**src/rtl/core_global_regs.sv**
```systemverilog
// Global register block for the radio core: settings registers, registered
// readback mux, PLL-lock loss monitoring and PPS period/presence monitoring.
module core_global_regs #(
    parameter logic [31:0] SR_BASE     = 32'd0,
    parameter int unsigned NUM_LOCKS   = 2,
    parameter int unsigned LOSS_CNT_W  = 8,
    parameter int unsigned PPS_TIMEOUT = 200000000,
    parameter logic [31:0] COMPAT      = 32'hAB000B00,
    parameter logic [31:0] GIT_HASH    = 32'h0
) (
    input  logic                 bus_clk,
    input  logic                 bus_rst,
    input  logic                 set_stb,
    input  logic [31:0]          set_addr,
    input  logic [31:0]          set_data,
    output logic [31:0]          rb_data,
    input  logic [NUM_LOCKS-1:0] lock_signals,
    input  logic [3:0]           tcxo_status,
    input  logic                 pps,
    output logic [1:0]           pps_select,
    output logic                 mimo,
    output logic                 codec_arst,
    output logic [31:0]          misc_out,
    output logic [7:0]           xb_local_addr,
    output logic                 lock_lost
);
    localparam logic [31:0] ADDR_RB   = SR_BASE;
    localparam logic [31:0] ADDR_MISC = SR_BASE + 32'd4;
    localparam logic [31:0] ADDR_TEST = SR_BASE + 32'd28;
    localparam logic [31:0] ADDR_XB   = SR_BASE + 32'd32;
    localparam logic [31:0] ADDR_CLR  = SR_BASE + 32'd36;
    localparam logic [31:0] TIMEOUT_LAST = 32'(PPS_TIMEOUT - 1);
    localparam logic [LOSS_CNT_W-1:0] CNT_MAX = '1;

    logic [4:0]            rb_addr;
    logic [31:0]           test_reg;
    logic [NUM_LOCKS-1:0]  sync1, sync2, sticky, loss;
    logic [LOSS_CNT_W-1:0] loss_cnt [NUM_LOCKS];
    logic                  pps_d, pps_rise, pps_present;
    logic [31:0]           pps_timer, pps_period;
    logic [31:0]           rb_next;
    logic                  wr_rb, wr_misc, wr_test, wr_xb, wr_clr;

    assign wr_rb   = set_stb && (set_addr == ADDR_RB);
    assign wr_misc = set_stb && (set_addr == ADDR_MISC);
    assign wr_test = set_stb && (set_addr == ADDR_TEST);
    assign wr_xb   = set_stb && (set_addr == ADDR_XB);
    assign wr_clr  = set_stb && (set_addr == ADDR_CLR);

    // Settings registers
    always_ff @(posedge bus_clk) begin
        if (bus_rst) begin
            rb_addr       <= '0;
            misc_out      <= 32'h2;
            test_reg      <= '0;
            xb_local_addr <= 8'd40;
        end else begin
            if (wr_rb)   rb_addr       <= set_data[4:0];
            if (wr_misc) misc_out      <= set_data;
            if (wr_test) test_reg      <= set_data;
            if (wr_xb)   xb_local_addr <= set_data[7:0];
        end
    end

    assign pps_select = misc_out[1:0];
    assign mimo       = misc_out[2];
    assign codec_arst = misc_out[3];

    // A falling synchronised lock is a loss; it beats a same-edge clear.
    assign loss = sync2 & ~sync1;

    always_ff @(posedge bus_clk) begin
        if (bus_rst) begin
            sync1  <= '0;
            sync2  <= '0;
            sticky <= '0;
            for (int i = 0; i < int'(NUM_LOCKS); i++) loss_cnt[i] <= '0;
        end else begin
            sync1 <= lock_signals;
            sync2 <= sync1;
            for (int i = 0; i < int'(NUM_LOCKS); i++) begin
                if (loss[i]) begin
                    sticky[i] <= 1'b1;
                    if (wr_clr && set_data[i])
                        loss_cnt[i] <= LOSS_CNT_W'(1);
                    else if (loss_cnt[i] != CNT_MAX)
                        loss_cnt[i] <= loss_cnt[i] + LOSS_CNT_W'(1);
                end else if (wr_clr && set_data[i]) begin
                    sticky[i]   <= 1'b0;
                    loss_cnt[i] <= '0;
                end
            end
        end
    end

    assign lock_lost = |sticky;

    // PPS period meter; the timer saturates so a dead PPS never aliases
    assign pps_rise = pps & ~pps_d;

    always_ff @(posedge bus_clk) begin
        if (bus_rst) begin
            pps_d       <= 1'b0;
            pps_timer   <= '0;
            pps_period  <= '0;
            pps_present <= 1'b0;
        end else begin
            pps_d <= pps;
            if (pps_rise) begin
                pps_period  <= pps_timer + 32'd1;
                pps_timer   <= '0;
                pps_present <= 1'b1;
            end else begin
                if (pps_timer != 32'hFFFF_FFFF) pps_timer <= pps_timer + 32'd1;
                if (pps_timer == TIMEOUT_LAST) pps_present <= 1'b0;
            end
        end
    end

    always_comb begin
        rb_next = 32'hDEADBEEF;
        case (rb_addr)
            5'd1:    rb_next = {25'd0, pps_present, tcxo_status, misc_out[1:0]};
            5'd2:    rb_next = COMPAT;
            5'd3:    rb_next = GIT_HASH;
            5'd4:    rb_next = 32'(sync2);
            5'd5:    rb_next = 32'(sticky);
            5'd6:    rb_next = pps_period;
            5'd24:   rb_next = test_reg;
            default: ;
        endcase
        for (int i = 0; i < int'(NUM_LOCKS); i++)
            if (rb_addr == 5'(8 + i)) rb_next = 32'(loss_cnt[i]);
    end

    always_ff @(posedge bus_clk) begin
        if (bus_rst) rb_data <= '0;
        else         rb_data <= rb_next;
    end

endmodule
```
**config.mk**
```make
export PLATFORM = sky130hd
export DESIGN_NAME = core_global_regs
export DESIGN_NICKNAME = d
export VERILOG_FILES = /design/src/rtl/core_global_regs.sv
export SDC_FILE = /design/constraint.sdc
export NUM_CORES = 1
export LEC_CHECK = 0
export ABC_AREA = 1
export BUFFER_PORTS_ARGS = -buffer_cell sky130_fd_sc_hd__buf_2
export CORE_MARGIN = 5
export CORE_UTILIZATION = 50
export DETAILED_ROUTE_END_ITERATION = 7
export HOLD_SLACK_MARGIN = 0.06
export PLACE_DENSITY = 0.79
export SKIP_LAST_GASP = 1
export SYNTH_ARGS = -nofsm -noshare
export SYNTH_HDL_FRONTEND = slang
export SYNTH_SLANG_ARGS = --single-unit
```
**constraint.sdc**
```tcl
create_clock -name bus_clk -period 3.65 [get_ports bus_clk]
set_clock_uncertainty 0.2 [all_clocks]
set_input_delay 0.1825 -clock bus_clk [delete_from_list [all_inputs] [get_ports bus_clk]]
set_output_delay 0.1825 -clock bus_clk [all_outputs]
set_load 0.005 [all_outputs]
```
Word level (Yosys, flattened, before mapping) --
Memory sizes are Yosys's and may differ from the RTL's. Index checks and enable logic that the tools add are counted.
Operators by class: div/mod/pow operators 0, multiply operators 0, shift operators 0, reduce and logical (&&, ||, !) cells 14, muxes and demuxes 41, bitwise gates (word level) 10, $add $sub $neg 3, magnitude comparators 0, equal/unequal tests 17
Operators by type and width (count):
- one-hot mux 32 bit (7 select lines) | 1
- == test 32 x 6 -> 1 bit (second input constant) | 2
- two-way mux 8 bit | 8
- adder 32 x 1 -> 32 bit (second input constant) | 1
- == test 32 x 28 -> 1 bit (second input constant) | 1
- == test 32 x 3 -> 1 bit (second input constant) | 1
- == test 32 x 5 -> 1 bit (second input constant) | 1
- zero test 32 bit | 1
- two-way mux 1 bit | 32
- inequality test 32 bit (second input constant) | 1
- adder 8 x 1 -> 8 bit (second input constant) | 2
- inequality test 8 bit (second input constant) | 2
- == test 5 x 3 -> 1 bit (second input constant) | 3
- == test 5 x 2 -> 1 bit (second input constant) | 2
- == test 5 x 4 -> 1 bit (second input constant) | 2
- logical AND 1 bit | 7
- OR 1 bit | 6
- nonzero test 2 bit | 3
- == test 5 x 1 -> 1 bit (second input constant) | 1
- == test 5 bit (second input constant) | 1
- OR reduction 2 bit | 2
- OR reduction 3 bit | 1
- AND 2 bit | 1
- inverter 2 bit | 1
- other kinds (2) | 2
Storage, ports and cells: bits of input ports 74, ROM bits 0, memories kept 1, logic and storage cells 100, register bits after elaboration 181, output and inout port bits 77, RAM bits 16, bits in latches 0
Memory list:
- loss_cnt | depth 2, width 8, read ports 2, clocked after memory_dff 0, write ports 2, line 38 | logic [LOSS_CNT_W-1:0] loss_cnt [NUM_LOCKS];

Longest topological paths before layout --
word-level depth 10, mapped depth 12

Worst setup path before layout --
OpenSTA, ideal clock, no wires.
path type flip-flop to flip-flop, start point register pps_timer[0], end point register pps_timer[1], cell stages (with the launch flop) 10, clock period less this slack 1.795 ns, setup slack 1.855 ns, library setup time 0.136 ns, buffers on the path 1, data required time 3.314 ns, arrival 1.459 ns, cell sequence dfxtp_1 > ha_1 > nand2_2 > nor2_4 > nand2_4 > nor3b_4 > nand2_2 > buf_6 > nand2_1 > a21oi_1
Between the ends: cells in the longest elaborated chain, start to end 1, elaborated cells on any way between the ends 2
Ends and longest elaborated chain:
- start: declaration | line 40 | logic [31:0] pps_timer, pps_period;
- start signal: assignment | line 114 | if (pps_timer != 32'hFFFF_FFFF) pps_timer <= pps_timer + 32'd1;
- adder 32 x 1 -> 32 bit / inequality test 32 bit (equally long branches) | line 114
Parallel ways exist; a longest one is shown, timed or not. A chain may end at the register's enable or synchronous reset.

Worst setup path after layout --
start point register pps_timer[0], end point register pps_timer[0]
Same word-level chain as after synthesis.

==> metrics.txt <==
worst ir drop on vdd=0.370 mV; Mapped Area=8580 um2; Detailed Route WL=22600 um; CP Max Fanout=24; core area=16700 um2; placed cell count=1446; Clock transition at path regs=0.07 ns; sw frac=23.1%; worst slack at placement=1.25 ns; DR vias=7857; Syn Inst Count=1120; initial antenna violation count=0; Clk Latency, worst-skew pair=0.44 ns; Port Buffers=150; Worst-Margin Slew=1.19 ns; Final Wtd Congestion=0.948; CP required=3.73 ns; LEAKAGE=4.55 nW; post-synthesis sequential area ratio=47.8%; worst r2r path cells=9; syn_area_per_cell=7.66 um2; CP Class=reg2reg; power density cells=409 nW/um2; Synthesized Nets=1197; slowest cell on the critical path=nand2_2; Ys Warns=0; commonest cells after routing, fill and taps aside=231 x nand2_1, 181 x dfxtp_1, 176 x nor2_1; Die Ht=141 um; Comb pwr share=5.1%; Fin. Hold Viols=0; Crit path depth=9; RSZ-0062 raised after global routing=false; min-delay worst type=in2reg; vias per cell=5.17; DRC Markers=0; Reg power frac=52.7%; Sw Pwr=0.000976 W; post-DP HPWL=15700 um; most common cell after layout, fill and taps aside=nand2_1; Area Overhead vs Synth=20.3%; violation count after the first detailed-route iteration=713; synthesized flop and latch total=197; post-layout min period=2.43 ns; die area=19900 um2; slowest stage delay, CP=0.44 ns; crit path cell chain=ha_1, nand2_2, nor2_4, nand2_4, nor3b_4, nand2_2, inv_2, or2_2, a21oi_1; status=complete, no violations; Rows=47; Hold WS=0.0820 ns; cell mode on critical path=nand2_2; CTS tree=done; first-pass GRT wire length=36400 um; H-tree levels=4; Clock power frac=42.2%; Peak Freq=0.412 GHz; CTS Buf Count=17; final layout net count=1364; Ports=151; Setup Viol. Count Final=0; setup TNS=0 ns; fin crit share=66.4%; clk root buf=clkbuf_16; largest net degree at the start of global routing=56; relative slew slack=20.2%; crit start category=flip-flop; Distinct cells, synth=40; hold path depth=5; drt wl/cell=14.9 um; delay-heaviest family, CP=simple AND/OR/NAND/NOR gates; worst setup margin=1.22 ns; worst path arrival time=2.51 ns; Sink Count=197; die width=141 um; Max Cap Viol=0; Antenna Nets Post-Route=0; Initial Utilization=51.4%; CTS Buffer Depth=2; Post-CTS Setup Inserts=0; drt pass-1 iters=7; Final Non-Filler Cells=1519; Power, Total=0.00423 W; Slew Limit Fails=0; layout cells sized above 1=19.1%; Worst setup EP type=flip-flop; diode count=0; vias in the first global route=7258; Internal=0.00325 W; Bufs and invs on worst path=1; gr ovfl total=0; Total GRT Usage=22.3%
[cell type report]
cell class	instances	area, um2
flip-flops and latches	197	4100
well taps	220	275
clock inverters	14	123
clock buffers	17	425
inverters	110	413
multi-input cells	760	3740
fillers	1438	6380
repair buffers	201	1240
[per-layer routing]
layer  vias to the layer above  track usage [%]  routed length, um
met5                         -                0                  0
met4                         0             8.36                625
met3                        55             3.96               1680
met2                       323             34.3               9960
met1                      3542             31.5              10300
li1                       3937                -                  -
[cells in the mapped netlist]
library cell / n / area (um2)
buf_4: 12 / 90.1
xnor2_1: 9 / 78.8
edfxtp_1: 16 / 480
inv_2: 5 / 18.8
inv_1: 105 / 394
xor2_1: 25 / 219
nor3_4: 2 / 32.5
buf_1: 3 / 11.3
nor4_1: 4 / 25.0
a21oi_1: 54 / 270
and2b_1: 1 / 7.51
nor2_4: 5 / 56.3
o21ai_0: 59 / 295
nor3_2: 6 / 60.1
dfxtp_1: 181 / 3620
o211ai_1: 5 / 37.5
nand4_1: 15 / 93.8
nor3b_4: 1 / 18.8
or2_1: 1 / 6.26
o22ai_1: 6 / 37.5
o21ai_1: 19 / 95.1
nand3b_1: 1 / 7.51
buf_2: 17 / 85.1
a31oi_1: 13 / 81.3
o211ai_2: 2 / 25.0
nand3_2: 3 / 30.0
nor3_1: 41 / 205
a22o_1: 1 / 8.76
buf_6: 7 / 78.8
clkbuf_1: 14 / 52.6
a41oi_1: 5 / 43.8
nand3_1: 38 / 190
ha_1: 3 / 37.5
nor2_2: 7 / 43.8
nand2_2: 8 / 50.1
nand2_4: 1 / 11.3
nand2_1: 231 / 867
a21oi_2: 14 / 123
nor2_1: 176 / 661
or2_2: 4 / 25.0
[through the flow]
stage / instance area (um2) / util [%]
after CTS: 10300 / 61.8
after global routing: 10300 / 61.8
after global placement: 9350 / 56.0
after detailed placement: 9350 / 56.0
after floorplan: 8580 / -
final: 10300 / 61.8
[power by group through the flow]
| stage | registers (W) | clock network [W] | logic, W |
|---|---|---|---|
| 3_3_place_gp | 0.00228 | 0 | 0.000176 |
| 3_5_place_dp | 0.00228 | 0 | 0.000178 |
| 5_1_grt | 0.00223 | 0.00189 | 0.000238 |
| 6_report | 0.00223 | 0.00178 | 0.000215 |
| 2_1_floorplan | 0.00227 | 0 | 0.0000901 |
| 4_1_cts | 0.00223 | 0.00180 | 0.000214 |
[worst paths after layout]
kind	endpoint	start	slack [ns]
worst max-delay path	pps_timer[0]$_SDFFE_PP0P_	pps_timer[0]$_SDFFE_PP0P_	1.22
worst min-delay path	test_reg[3]$_SDFFE_PP0P_	set_addr[0]	0.08
worst max register to register	pps_timer[0]$_SDFFE_PP0P_	pps_timer[0]$_SDFFE_PP0P_	1.22
worst min register to register	sync2[1]$_SDFF_PP0_	sync1[1]$_SDFF_PP0_	0.24
[logic make-up after synthesis]
kind of cell / synth area share [%]
compound gates: 11.9
flops: 47.8
fa+ha+maj: 0.438
buf+inv: 8.52
xor+xnor: 3.47
simple gates: 27.9
[repair_timing]
action	in CTS	in global routing
hold endpoints to repair	88	0
hold buffers	42	0
endpoints found under the setup margin	0	0
resized for setup	0	0
[worst min-delay path: stages]
cell and delay (ns):
buf_2 0.09, nor2_1 0.04, nand3b_1 0.12, nor3_4 0.10
a21oi_1 0.14
Note: power is estimated with default switching activity, not from simulation.
